[config.mk]
export PLATFORM = sky130hd
export DESIGN_NAME = addsub_serial
export DESIGN_NICKNAME = d
export VERILOG_FILES = /design/src/rtl/addsub_pkg.sv /design/src/rtl/addsub_digit.sv /design/src/rtl/full_adder.sv /design/src/rtl/addsub_serial.sv
export SDC_FILE = /design/constraint.sdc
export NUM_CORES = 1
export LEC_CHECK = 0
export BUFFER_PORTS_ARGS = -buffer_cell sky130_fd_sc_hd__clkbuf_2
export CORE_MARGIN = 1
export CORE_UTILIZATION = 54
export CTS_CLUSTER_SIZE = 20
export DETAILED_ROUTE_END_ITERATION = 8
export PLACE_DENSITY = 0.77
export SYNTH_ARGS = -nofsm -noshare
export SYNTH_HDL_FRONTEND = slang
export SYNTH_SLANG_ARGS = --single-unit
[constraint.sdc]
create_clock -name clk -period 2.6 [get_ports clk]
set_input_delay 0.78 -clock clk [delete_from_list [all_inputs] [get_ports clk]]
set_output_delay 0.78 -clock clk [all_outputs]
set_load 0.005 [all_outputs]
[src/rtl/addsub_pkg.sv]
// Shared types and constants for the digit-serial adder/subtractor.
package addsub_pkg;

    // Controller states: accept operands, step through digits, present result.
    typedef enum logic [1:0] {
        IDLE = 2'd0,
        RUN  = 2'd1,
        DONE = 2'd2
    } state_t;

    // Operation select encoding on the sub input.
    localparam logic MODE_ADD = 1'b0;
    localparam logic MODE_SUB = 1'b1;

endpackage

[src/rtl/addsub_digit.sv]
// DIGIT-bit combinational ripple slice. Also exposes the carry into its top
// bit so the caller can form signed overflow on the most significant digit.
module addsub_digit #(
    parameter int DIGIT = 4
) (
    input  logic [DIGIT-1:0] x,
    input  logic [DIGIT-1:0] y,
    input  logic             cin,
    output logic [DIGIT-1:0] sum,
    output logic             cout,
    output logic             c_msb_in
);

    logic [DIGIT:0] w_c;

    assign w_c[0] = cin;

    // Ripple chain: bit i consumes carry i and produces carry i+1.
    for (genvar i = 0; i < DIGIT; i++) begin : g_bit
        full_adder u_fa (
            .a    (x[i]),
            .b    (y[i]),
            .cin  (w_c[i]),
            .sum  (sum[i]),
            .cout (w_c[i+1])
        );
    end

    assign cout     = w_c[DIGIT];
    assign c_msb_in = w_c[DIGIT-1];

endmodule

[src/rtl/full_adder.sv]
// Single-bit full adder cell; the building block of the ripple slice.
module full_adder (
    input  logic a,
    input  logic b,
    input  logic cin,
    output logic sum,
    output logic cout
);

    assign sum  = a ^ b ^ cin;
    assign cout = (a & b) | (cin & (a ^ b));

endmodule

[src/rtl/addsub_serial.sv]
// Digit-serial adder/subtractor behind a valid/ready handshake.
// One DIGIT-bit slice is reused NDIG times; the carry lives in a register
// between digits. Subtraction b - a is done as b + ~a + 1.
module addsub_serial
    import addsub_pkg::*;
#(
    parameter int WIDTH = 16,
    parameter int DIGIT = 4
) (
    input  logic             clk,
    input  logic             rst,
    input  logic             in_valid,
    output logic             in_ready,
    input  logic [WIDTH-1:0] a,
    input  logic [WIDTH-1:0] b,
    input  logic             sub,
    output logic             out_valid,
    input  logic             out_ready,
    output logic [WIDTH-1:0] s,
    output logic             c_out,
    output logic             ovf
);

    localparam int NDIG = WIDTH / DIGIT;
    localparam int CW   = $clog2(NDIG + 1);

    if (DIGIT < 1 || DIGIT > WIDTH) begin : g_bad_digit
        $error("addsub_serial: DIGIT must be in 1..WIDTH");
    end
    if (WIDTH % DIGIT != 0) begin : g_bad_ratio
        $error("addsub_serial: WIDTH must be a multiple of DIGIT");
    end

    state_t           r_state;
    logic [CW-1:0]    r_cnt;
    logic [WIDTH-1:0] r_a;      // addend, already inverted when subtracting
    logic [WIDTH-1:0] r_b;
    logic [WIDTH-1:0] r_acc;    // partial result, filled from the top
    logic             r_carry;
    logic [WIDTH-1:0] r_s;
    logic             r_cout;
    logic             r_ovf;

    logic [DIGIT-1:0] w_sum;
    logic             w_cout;
    logic             w_cmsb;
    logic [WIDTH-1:0] w_a_nxt;
    logic [WIDTH-1:0] w_b_nxt;
    logic [WIDTH-1:0] w_acc_nxt;
    logic             w_last;

    addsub_digit #(
        .DIGIT (DIGIT)
    ) u_digit (
        .x        (r_a[DIGIT-1:0]),
        .y        (r_b[DIGIT-1:0]),
        .cin      (r_carry),
        .sum      (w_sum),
        .cout     (w_cout),
        .c_msb_in (w_cmsb)
    );

    // With a single digit there is nothing left to shift; the slice result is
    // the whole word.
    if (NDIG == 1) begin : g_one_digit
        assign w_a_nxt   = '0;
        assign w_b_nxt   = '0;
        assign w_acc_nxt = w_sum;
    end else begin : g_multi_digit
        assign w_a_nxt   = {{DIGIT{1'b0}}, r_a[WIDTH-1:DIGIT]};
        assign w_b_nxt   = {{DIGIT{1'b0}}, r_b[WIDTH-1:DIGIT]};
        assign w_acc_nxt = {w_sum, r_acc[WIDTH-1:DIGIT]};
    end

    assign w_last = (r_cnt == CW'(NDIG - 1));

    // Control FSM plus datapath registers; results only move on entry to DONE.
    always_ff @(posedge clk) begin
        if (rst) begin
            r_state <= IDLE;
            r_cnt   <= '0;
            r_a     <= '0;
            r_b     <= '0;
            r_acc   <= '0;
            r_carry <= 1'b0;
            r_s     <= '0;
            r_cout  <= 1'b0;
            r_ovf   <= 1'b0;
        end else begin
            case (r_state)
                IDLE: begin
                    if (in_valid) begin
                        r_a     <= (sub == MODE_SUB) ? ~a : a;
                        r_b     <= b;
                        r_carry <= sub;
                        r_cnt   <= '0;
                        r_state <= RUN;
                    end
                end
                RUN: begin
                    r_a     <= w_a_nxt;
                    r_b     <= w_b_nxt;
                    r_acc   <= w_acc_nxt;
                    r_carry <= w_cout;
                    r_cnt   <= r_cnt + CW'(1);
                    if (w_last) begin
                        r_s     <= w_acc_nxt;
                        r_cout  <= w_cout;
                        r_ovf   <= w_cout ^ w_cmsb;
                        r_state <= DONE;
                    end
                end
                DONE: begin
                    if (out_ready) begin
                        r_state <= IDLE;
                    end
                end
                default: r_state <= IDLE;
            endcase
        end
    end

    assign in_ready  = (r_state == IDLE);
    assign out_valid = (r_state == DONE);
    assign s         = r_s;
    assign c_out     = r_cout;
    assign ovf       = r_ovf;

endmodule

==> impl_metrics.py <==
metrics = {
    "synthesis": {
        "netlist-cell-type-count": 31,
        "xor_xnor_portion_of_the_synthesized_cell_area": 0.0504,
        "synthMuxAreaShare": 0.00339,
        "ys_top_cells_by_area": "dfxtp_1 (46%), a21oi_1 (7.3%), nand2_1 (6.4%), nor2_1 (5.0%), o221a_2 (4.6%)",
        "synthArstFlopShare": 0,
        "complex_gate_fraction_of_the_synthesized_area": 0.237,
        "synth_nets": 374,
        "yosys_most_used_dff": "dfxtp_1",
        "synthesized_area_fraction_occupied_by_and_or_nand_nor_cells": 0.140,
        "synthesis.yosys.warnings": 0,
        "synthesis.area_per_instance_sq_um": 8.92,
        "syn_inst": 331,
        "synth.ff_latch_count": 68,
        "yosys.cell_count.top_type": "dfxtp_1",
        "synth_top_family_by_area": "compound AO/OA/AOI/OAI gates",
        "post_synth_fa_ha_maj_area_fraction": 0.0356,
        "yosys-top-cells-count": "dfxtp_1 (68), nand2_1 (50), a21oi_1 (43)",
        "synthDominantCellAreaShare": 0.461,
        "synth-edff-count": 0,
        "yosysSeqAreaShare": 0.461,
        "yosys.area.top_type": "dfxtp_1",
        "synth.cell_area_sq_mm": 0.00295,
    },
    "power_and_ir_drop": {
        "p_leak_uw": 0.00141,
        "seq_power_share": 0.502,
        "power_per_cell_area_mw_per_mm2": 662,
        "netSwitchingPower_uw": 563,
        "p_sw_frac": 0.247,
        "p_int_uw": 1720,
        "max-vdd-ir-drop_uv": 356,
        "combinationalPowerShare": 0.115,
        "p_clk_frac": 0.383,
    },
    "clock_network": {
        "clkSlewWorstSetupHoldPaths_ps": 70,
        "cts_hold_buf": 0,
        "cts.htree.levels": 3,
        "cts_tree": "done",
        "cts_setup_buffers": 0,
        "cts_buffer_depth": 2,
        "clock_sink_count": 68,
        "tritoncts.num_buffers": 9,
        "cts_resized": 0,
        "worstSkewPairLatency_ps": 340,
        "clockRootBuffer": "clkbuf_8",
    },
    "floorplan": {
        "boundaryPins": 57,
        "initial_util": 0.571,
        "full_die_area_sq_mm": 0.00577,
        "chipHeight_microns": 76.0,
        "die-width_microns": 76.0,
        "placementRows": 26,
        "area_of_the_core_sq_mm": 0.00517,
    },
    "timing": {
        "period_needed_ps": 2300,
        "report.final.hold_viol_count": 0,
        "post-route-period-util": 0.885,
        "timing.max_slew.rel_slack": 0.486,
        "skew_ps": 5.77,
        "fmax_mhz": 435,
        "final_max_slew_viols": 0,
        "worst_pin_slew_ps": 769,
        "setup_violations": 0,
        "setup-tns-final_ps": 0,
        "grt_setup_unrepaired": "false",
    },
    "cells_and_area": {
        "antenna_cells_inserted": 0,
        "post_route_cells_drive_above_1_share": 0.270,
        "fillerInstances": 427,
        "seqCellArea_sq_mm": 0.00136,
        "multi_input_comb_area_sq_mm": 0.00138,
        "num-nets-final": 423,
        "finalInstanceArea_sq_mm": 0.00345,
        "area_growth_pct": 16.7,
    },
    "hold_path": {
        "timing.hold.worst_path_depth": 2,
        "worst_hold_path.endpoint": "s[14]$_SDFFE_PP0P_",
        "hold_path.startpoint": "s[14]$_SDFFE_PP0P_",
        "hold_path_class": "flop to flop",
    },
    "drt": {
        "detailroute.via_count": 2428,
        "drt-initial-drc-count": 216,
        "wire_per_inst_microns": 13.2,
        "drt_pass1_iterations": 4,
        "drc": 0,
        "route.detailed.vias_per_inst": 5.34,
        "final_antenna_net_count": 0,
        "drt-total-wl_microns": 5990,
    },
    "run_status": {
        "result_of_the_run": "complete, no violations",
    },
    "worst_setup_path": {
        "slowest_cp_cell": "fa_1",
        "critPathRequiredTime_ps": 2890,
        "crit_arrival_ps": 2590,
        "timing.reg2reg.setup_slack_ps": 300,
        "timing.critical_path.cells": "inv_1, fa_1, inv_1, fa_1, fa_1, inv_1, fa_1, a221oi_1, o21a_1",
        "critical_path.max_fanout": 3,
        "setup.worst_path.end_class": "flop",
        "cpMostUsedCell": "fa_1",
        "crit-reg2reg-capture": "r_carry$_SDFFE_PP0P_",
        "path_class": "flop to flop",
        "cpPeakStageDelay_ps": 420,
        "path_delay_family": "adder cells",
        "reg2regPathDepth": 9,
        "path_buf_inv": 3,
        "critical_r2r_launch": "r_carry$_SDFFE_PP0P_",
        "start_kind": "flop",
    },
    "placement": {
        "post_dp_cell_area_sq_mm": 0.00325,
        "port-buffer-count": 56,
        "detailed_place_hpwl_microns": 3970,
        "place.gp.congestion": 0.760,
    },
    "grt": {
        "grt_pass1_wl_microns": 9950,
        "overflow": 0,
        "grt_max_degree": 34,
        "grt_antenna_before_repair": 0,
        "groute.usage.overall": 0.219,
        "vias_in_the_first_global_route": 2252,
    },
    "flow_run": {
        "drv.max_cap_violation_count": 0,
    },
}
area by class of cell:
class / count / share of cell area
clock inverters: 4 / 0.0138
flip-flops and latches: 68 / 0.395
clock buffers: 12 / 0.0450
well taps: 70 / 0.0254
inverters: 19 / 0.0207
multi-input cells: 217 / 0.399
repair buffers: 65 / 0.101
cells by family after synthesis:
kind of cell / Yosys count
buffers and inverters: 46
DFF: 68
xor gates and xnor gates: 17
muxes: 1
and+or+nand+nor: 99
adders and majority gates: 6
AOI/OAI and AO/OA: 94
through the flow:
step	utilization	setup slack, ps	total power (uW)	hold WS (ps)	std cells
floorplan	-	501	1360	432	331
global placement	0.627	437	1420	442	439
detailed placement	0.627	368	1430	448	439
CTS	0.667	304	2300	458	455
global route	0.667	179	2380	475	455
finish	0.667	299	2280	453	455
power by group through the flow:
| stage | clock, uW | combinational, uW | sequential (uW) |
|---|---|---|---|
| finish | 873 | 263 | 1150 |
| global route | 937 | 292 | 1150 |
| CTS | 889 | 263 | 1140 |
| detailed placement | 0 | 262 | 1170 |
| global placement | 0 | 255 | 1170 |
| floorplan | 0 | 208 | 1150 |
how the worst max path moves through the flow:
stage / startpoint / endpoint / slack [ps] / cells past startpoint
after floorplan: r_carry$_SDFFE_PP0P_ / r_acc[15]$_SDFFE_PP0P_ / 500 / 8
after global placement: r_carry$_SDFFE_PP0P_ / r_carry$_SDFFE_PP0P_ / 440 / 9
after detailed placement: r_carry$_SDFFE_PP0P_ / r_carry$_SDFFE_PP0P_ / 370 / 9
after CTS: r_carry$_SDFFE_PP0P_ / ovf$_SDFFE_PP0P_ / 300 / 10
after global routing: r_carry$_SDFFE_PP0P_ / ovf$_SDFFE_PP0P_ / 180 / 10
final: r_carry$_SDFFE_PP0P_ / r_carry$_SDFFE_PP0P_ / 300 / 9
worst reg2reg max path, cell delays in order, from the launching register on:
cell and delay (ps):
dfxtp_1 350, inv_1 80, fa_1 410, inv_1 80, fa_1 180, fa_1 230, inv_1 70, fa_1 420
a221oi_1 260, o21a_1 150
per-layer routing:
layer	global-route usage	vias to the layer above	wire length [microns]
met5	0	-	0
met4	0.125	0	121
met3	0.0602	10	311
met2	0.345	67	2800
met1	0.270	1112	2750
li1	-	1239	-
placed cells by master, fill, tap and decap left out:
cell type   instances
clkinv_2            2
a22oi_1             9
nand3b_1            1
a2bb2oi_1           1
a221oi_1            1
nand2_1            50
nor2_1             39
and3b_1             1
o21bai_1            1
o22a_1              9
a21oi_1            43
fa_1                4
a221o_1             2
nor3b_2             1
clkbuf_8           11
dfxtp_1            68
nand2b_1            3
inv_1              19
clkbuf_1            1
o221a_2            12
a211oi_1            5
xor2_1              4
a221o_2            10
bufinv_16           1
clkinvlp_4          1
or4b_4              1
o21a_1              1
mux2i_1             1
buf_4               9
ha_1                2
clkbuf_2           56
xnor2_1            13
nor2b_1             3
sequential cells by signal (all words and copies together), names as in the netlist:
name,flops
r_a,16
r_b,16
s,16
r_acc,12
r_cnt,3
r_state,2
c_out,1
ovf,1
r_carry,1
(Power assumes the default switching activity.)
